$ cat src/rtl/vmem_term_ctrl.sv
// Terminal write controller for character video memory: cursor, wrap, ENTER/BS,
// full-screen and per-row clearing, circular-row scrolling via top_row.
module vmem_term_ctrl #(
    parameter int COLS = 70,
    parameter int ROWS = 30,
    parameter int XW   = 7,
    parameter int YW   = 5
) (
    input  logic               clk,
    input  logic               reset,
    input  logic [7:0]         key_in,
    input  logic               key_valid,
    output logic               key_ready,
    input  logic               clr_req,
    output logic               wr_en,
    output logic [XW+YW-1:0]   wr_addr,
    output logic [7:0]         wr_data,
    output logic [XW-1:0]      cur_x,
    output logic [YW-1:0]      cur_y,
    output logic [YW-1:0]      top_row,
    output logic               busy
);

    typedef enum logic [1:0] {CLR_ALL, IDLE, CLR_ROW} state_t;

    localparam logic [XW-1:0] X_LAST = XW'(COLS - 1);
    localparam logic [YW-1:0] Y_LAST = YW'(ROWS - 1);

    state_t             r_state;
    logic [XW-1:0]      r_cx;
    logic [YW-1:0]      r_cy;
    logic [YW-1:0]      r_top;
    logic [XW-1:0]      r_clr_x;
    logic [YW-1:0]      r_clr_y;
    logic               r_wr_en;
    logic [XW+YW-1:0]   r_wr_addr;
    logic [7:0]         r_wr_data;

    logic               w_accept;
    logic               w_print;
    logic               w_adv;
    logic [YW-1:0]      w_ny;

    assign key_ready = (r_state == IDLE) && !clr_req;
    assign w_accept  = key_valid && key_ready;
    assign w_print   = (key_in >= 8'h20) && (key_in <= 8'h7E);
    assign w_ny      = (r_cy == Y_LAST) ? '0 : r_cy + 1'b1;
    // Row advance comes from ENTER or from a printable key landing in the last column
    assign w_adv     = w_accept && ((key_in == 8'h0A) || (w_print && (r_cx == X_LAST)));

    always_ff @(posedge clk or posedge reset) begin
        if (reset) begin
            r_state   <= CLR_ALL;
            r_cx      <= '0;
            r_cy      <= '0;
            r_top     <= '0;
            r_clr_x   <= '0;
            r_clr_y   <= '0;
            r_wr_en   <= 1'b0;
            r_wr_addr <= '0;
            r_wr_data <= '0;
        end else begin
            r_wr_en <= 1'b0;
            case (r_state)
                CLR_ALL: begin
                    r_wr_en   <= 1'b1;
                    r_wr_addr <= {r_clr_x, r_clr_y};
                    r_wr_data <= '0;
                    if (r_clr_x == X_LAST) begin
                        r_clr_x <= '0;
                        if (r_clr_y == Y_LAST) begin
                            r_clr_y <= '0;
                            r_cx    <= '0;
                            r_cy    <= '0;
                            r_top   <= '0;
                            r_state <= IDLE;
                        end else begin
                            r_clr_y <= r_clr_y + 1'b1;
                        end
                    end else begin
                        r_clr_x <= r_clr_x + 1'b1;
                    end
                end
                CLR_ROW: begin
                    r_wr_en   <= 1'b1;
                    r_wr_addr <= {r_clr_x, r_clr_y};
                    r_wr_data <= '0;
                    if (r_clr_x == X_LAST) begin
                        r_clr_x <= '0;
                        r_state <= IDLE;
                    end else begin
                        r_clr_x <= r_clr_x + 1'b1;
                    end
                end
                IDLE: begin
                    if (clr_req) begin
                        r_clr_x <= '0;
                        r_clr_y <= '0;
                        r_state <= CLR_ALL;
                    end else if (w_accept) begin
                        if (w_print) begin
                            r_wr_en   <= 1'b1;
                            r_wr_addr <= {r_cx, r_cy};
                            r_wr_data <= key_in;
                            if (r_cx != X_LAST)
                                r_cx <= r_cx + 1'b1;
                        end else if ((key_in == 8'h08) && (r_cx != '0)) begin
                            r_wr_en   <= 1'b1;
                            r_wr_addr <= {r_cx - 1'b1, r_cy};
                            r_wr_data <= '0;
                            r_cx      <= r_cx - 1'b1;
                        end
                        // The character write above still happens; only the cursor is overridden
                        if (w_adv) begin
                            r_cx    <= '0;
                            r_cy    <= w_ny;
                            r_clr_x <= '0;
                            r_clr_y <= w_ny;
                            r_state <= CLR_ROW;
                            if (w_ny == r_top)
                                r_top <= (r_top == Y_LAST) ? '0 : r_top + 1'b1;
                        end
                    end
                end
                default: r_state <= CLR_ALL;
            endcase
        end
    end

    assign wr_en   = r_wr_en;
    assign wr_addr = r_wr_addr;
    assign wr_data = r_wr_data;
    assign cur_x   = r_cx;
    assign cur_y   = r_cy;
    assign top_row = r_top;
    assign busy    = (r_state != IDLE);

endmodule
$ cat config.mk
export PLATFORM = sky130hd
export DESIGN_NAME = vmem_term_ctrl
export DESIGN_NICKNAME = d
export VERILOG_FILES = /design/src/rtl/vmem_term_ctrl.sv
export SDC_FILE = /design/constraint.sdc
export NUM_CORES = 1
export LEC_CHECK = 0
export ABC_AREA = 1
export BUFFER_PORTS_ARGS = -buffer_cell sky130_fd_sc_hd__buf_2
export CORE_UTILIZATION = 25
export CTS_CLUSTER_SIZE = 14
export DETAILED_ROUTE_END_ITERATION = 7
export PLACE_DENSITY = 0.51
export SYNTH_ARGS = -nofsm -noshare
export SYNTH_HDL_FRONTEND = slang
export SYNTH_SLANG_ARGS = --single-unit
$ cat constraint.sdc
create_clock -name clk -period 2.2 [get_ports clk]
set_input_delay 0.44 -clock clk [delete_from_list [all_inputs] [get_ports clk]]
set_output_delay 0.44 -clock clk [all_outputs]
set_load 0.01 [all_outputs]
==> parameters.txt <==
Parameter                              Value

Status
  Result of the run ... complete, no violations

Drt
  Number of routed nets with antenna violations ... 0
  Wirelength, routed ... 8640 um
  Met1 Wirelength ... 4140 um
  Number of detailed-route iterations in the first pass ... 4
  WL/cell ... 12.5 um
  Average vias per placed instance ... 4.47
  Vias ... 3100
  Metal2 WL ... 3930 um
  Number of remaining DRC errors ... 0
  Highest routed metal layer ... met4
  Met3 wire length ... 440 um
  Violation count after the first detailed-route iteration ... 177

Finish
  Number of nets in the final layout ... 545
  Share of post-route cells with drive strength above 1 ... 0.184
  Number of antenna cells inserted ... 0
  Filler-free cell count of the finished design ... 693
  Final instance area ... 0.00399 mm^2
  Utilization of the core after routing ... 0.311
  Area Growth Syn to Fin ... 19.7%

Pwr
  Total design power ... 3.76 mW
  Reported leakage power ... 2.07 nW
  Largest voltage drop on the vdd net ... 316 uV
  Total power divided by cell area ... 942 mW/mm^2

Yosys
  Syn Nets ... 486
  Synth Cell Area ... 0.00334 mm^2
  Count of flip-flops with a built-in enable after synthesis ... 0
  Proportion of synthesized chip area in sequential cells ... 0.390
  Largest cells by area after synthesis ... dfrtp_1 39%, nand2_1 18%, o21ai_0 5.9%
  Yosys top cell area share ... 0.390
  Count of distinct cell types in the synthesized netlist ... 30
  Ys Warns ... 0
  Post-synth top area cell ... dfrtp_1
  Async set-reset flop share out of synthesis ... 1.00
  #FFs+latches synth ... 52
  Primary FF master, synth ... dfrtp_1
  Avg Cell Area, Syn ... 7.24 um^2
  Cell count after synthesis ... 461

Die
  Initial cell density of the core ... 0.260
  Core area ... 0.0128 mm^2
  Die Wd ... 118 um
  Core Rows ... 41
  Die Outline Area ... 0.0138 mm^2
  Top-level I/O count ... 52
  Overall die height ... 118 um

Clock tree
  Num CTS Buffers ... 5
  Clock tree buffer depth ... 2
  Clock insertion delay at the later pin of the skew report ... 0.29 ns
  Clock H-tree levels ... 2
  Clock transition time at the flip-flop clock pins of the worst setup and hold paths ... 0.07 ns
  Postcts setup bufs ... 0
  TritonCTS clock tree ... done
  Clock sinks ... 52
  Clock tree root buffer cell ... clkbuf_16

Place
  Gp weighted congestion ... 0.819
  Pre-CTS setup slack ... 0.162 ns
  Post-DP HPWL ... 6600 um
  Placed standard-cell area ... 0.00384 mm^2
  Buffers added on ports ... 51
  Instance count after placement with tap cells included ... 685

GRT
  Via count of the first global-routing pass ... 2917
  Global-route wire length before repair ... 14700 um
  Maximum number of pins on one net before global-route repair ... 28
  Initial antenna violation count ... 0
  GR Util All Layers ... 0.131
  Remaining global-route overflow ... 0

STA
  Final critical path time including I/O delays and setup ... 1.97 ns
  Number of pins exceeding their max-slew limit in the final report ... 0
  Setup TNS ... 0 ns
  Final Hold Vio Count ... 0
  Unrepaired setup endpoints after global routing ... false
  Period utilisation layout ... 0.894
  Worst clock skew ... 0.00714 ns
  Final setup margin ... 0.234 ns
  Tightest slew margin relative to the limit ... 0.603
  Number of setup violations in the final report ... 0
  Final Hold Slack ... 0.150 ns
  Worst-margin pin slew ... 0.589 ns
  Top achievable clock speed ... 509 MHz

Setup path
  Worst Path Class, Setup ... flop to flop
  Kind of capture point of the worst setup path ... flop
  Data required time of the critical path ... 2.43 ns
  Arrival time worst endpoint ... 2.19 ns
  Critical path peak fanout ... 13
  Startpoint class of the critical path ... flop

Job
  Maximum Capacitance Violations ... 0

Hold path
  Class of the tightest hold or removal check ... input port to async pin
[critical path, cell delays in order (launching register included)]
cell	delay, ns
dfrtp_1	0.37
inv_1	0.08
ha_1	0.25
nand4_1	0.17
nand4_1	0.11
nand3_1	0.16
nand3_1	0.14
inv_1	0.33
o21ai_0	0.18
nand2_1	0.09
[kinds of logic (layout without fill, tap and decap cells)]
family                     after synthesis  after routing  synth area share
DFF                                     52             52             0.390
and+or+nand+nor                        265            265             0.358
AOI/OAI and AO/OA                       57             57            0.0930
xor gates and xnor gates                14             14            0.0368
buffers and inverters                   60            120            0.0731
adders and majority gates               13             13            0.0488
[report_power, final]
part           internal [mW]  switching, mW  total (mW)
Clock                  0.455          0.363       0.817
Sequential              1.21          0.251        1.46
Combinational          0.593          0.887        1.48
Total                   2.26           1.50        3.76
[placed cells by master, fill, tap and decap left out, drive strengths merged, types with 8 or more instances in the layout]
| cell | n |
|---|---|
| a21oi | 8 |
| dfrtp | 52 |
| buf | 63 |
| o21ai | 42 |
| nand2 | 169 |
| xor2 | 11 |
| nand4 | 8 |
| nor3 | 10 |
| nor2 | 40 |
| nand3 | 34 |
| ha | 13 |
| inv | 48 |
[Yosys cell counts (2+ instances only)]
master and n:
nor2_8 4, o22ai_1 6, o21ai_0 39, ha_1 13
or2_2 2, nand2_2 7, o21ai_1 2, inv_2 4
dfrtp_1 52, xnor2_1 3, nand2_1 162, buf_2 7
nor3b_1 2, nor2_4 2, nor3_1 10, xor2_1 11
a21oi_1 8, nand4_1 8, nand3_1 33, nor2_1 33
buf_4 2, inv_1 43
[final timing paths]
kind                       startpoint          end  slack (ns)  cells after the start
max                          cur_x[0]  wr_addr[11]        0.23                      9
min                             reset   wr_addr[2]        0.15                      2
max reg2reg                  cur_x[0]  wr_addr[11]        0.23                      9
min reg2reg                wr_addr[0]   wr_addr[0]        0.47                      2
max in group asynchronous       reset   wr_addr[9]        1.42                      3
min in group clk            key_in[3]   wr_data[3]        0.40                      3
[routing by layer]
| layer | vias to the layer above | global-route usage |
|---|---|---|
| met5 | - | 0 |
| met4 | 0 | 0.0401 |
| met3 | 10 | 0.0286 |
| met2 | 72 | 0.203 |
| met1 | 1434 | 0.182 |
| li1 | 1584 | - |
[state kept, by name, summed over array words and instances (netlist names), 2 cells and up]
signal,flops
wr_data,8
cur_y,5
wr_addr,12
r_clr_x,7
r_state,2
r_clr_y,5
top_row,5
cur_x,7
[cell type report]
cell class,instances,area (um^2)
tap,172,215
multi-input combinational,349,1790
clock inverter,1,7.51
inverter,49,186
timing repair buffer,63,345
fill,1392,8830
sequential,52,1300
clock buffer,7,143
[repair_timing]
action / 4_1_cts / 5_1_grt
setup endpoints to repair: 0 / 5
resized for setup: 0 / 1
hold buffers: 0 / 0
Note: power is estimated with default switching activity, not from simulation.
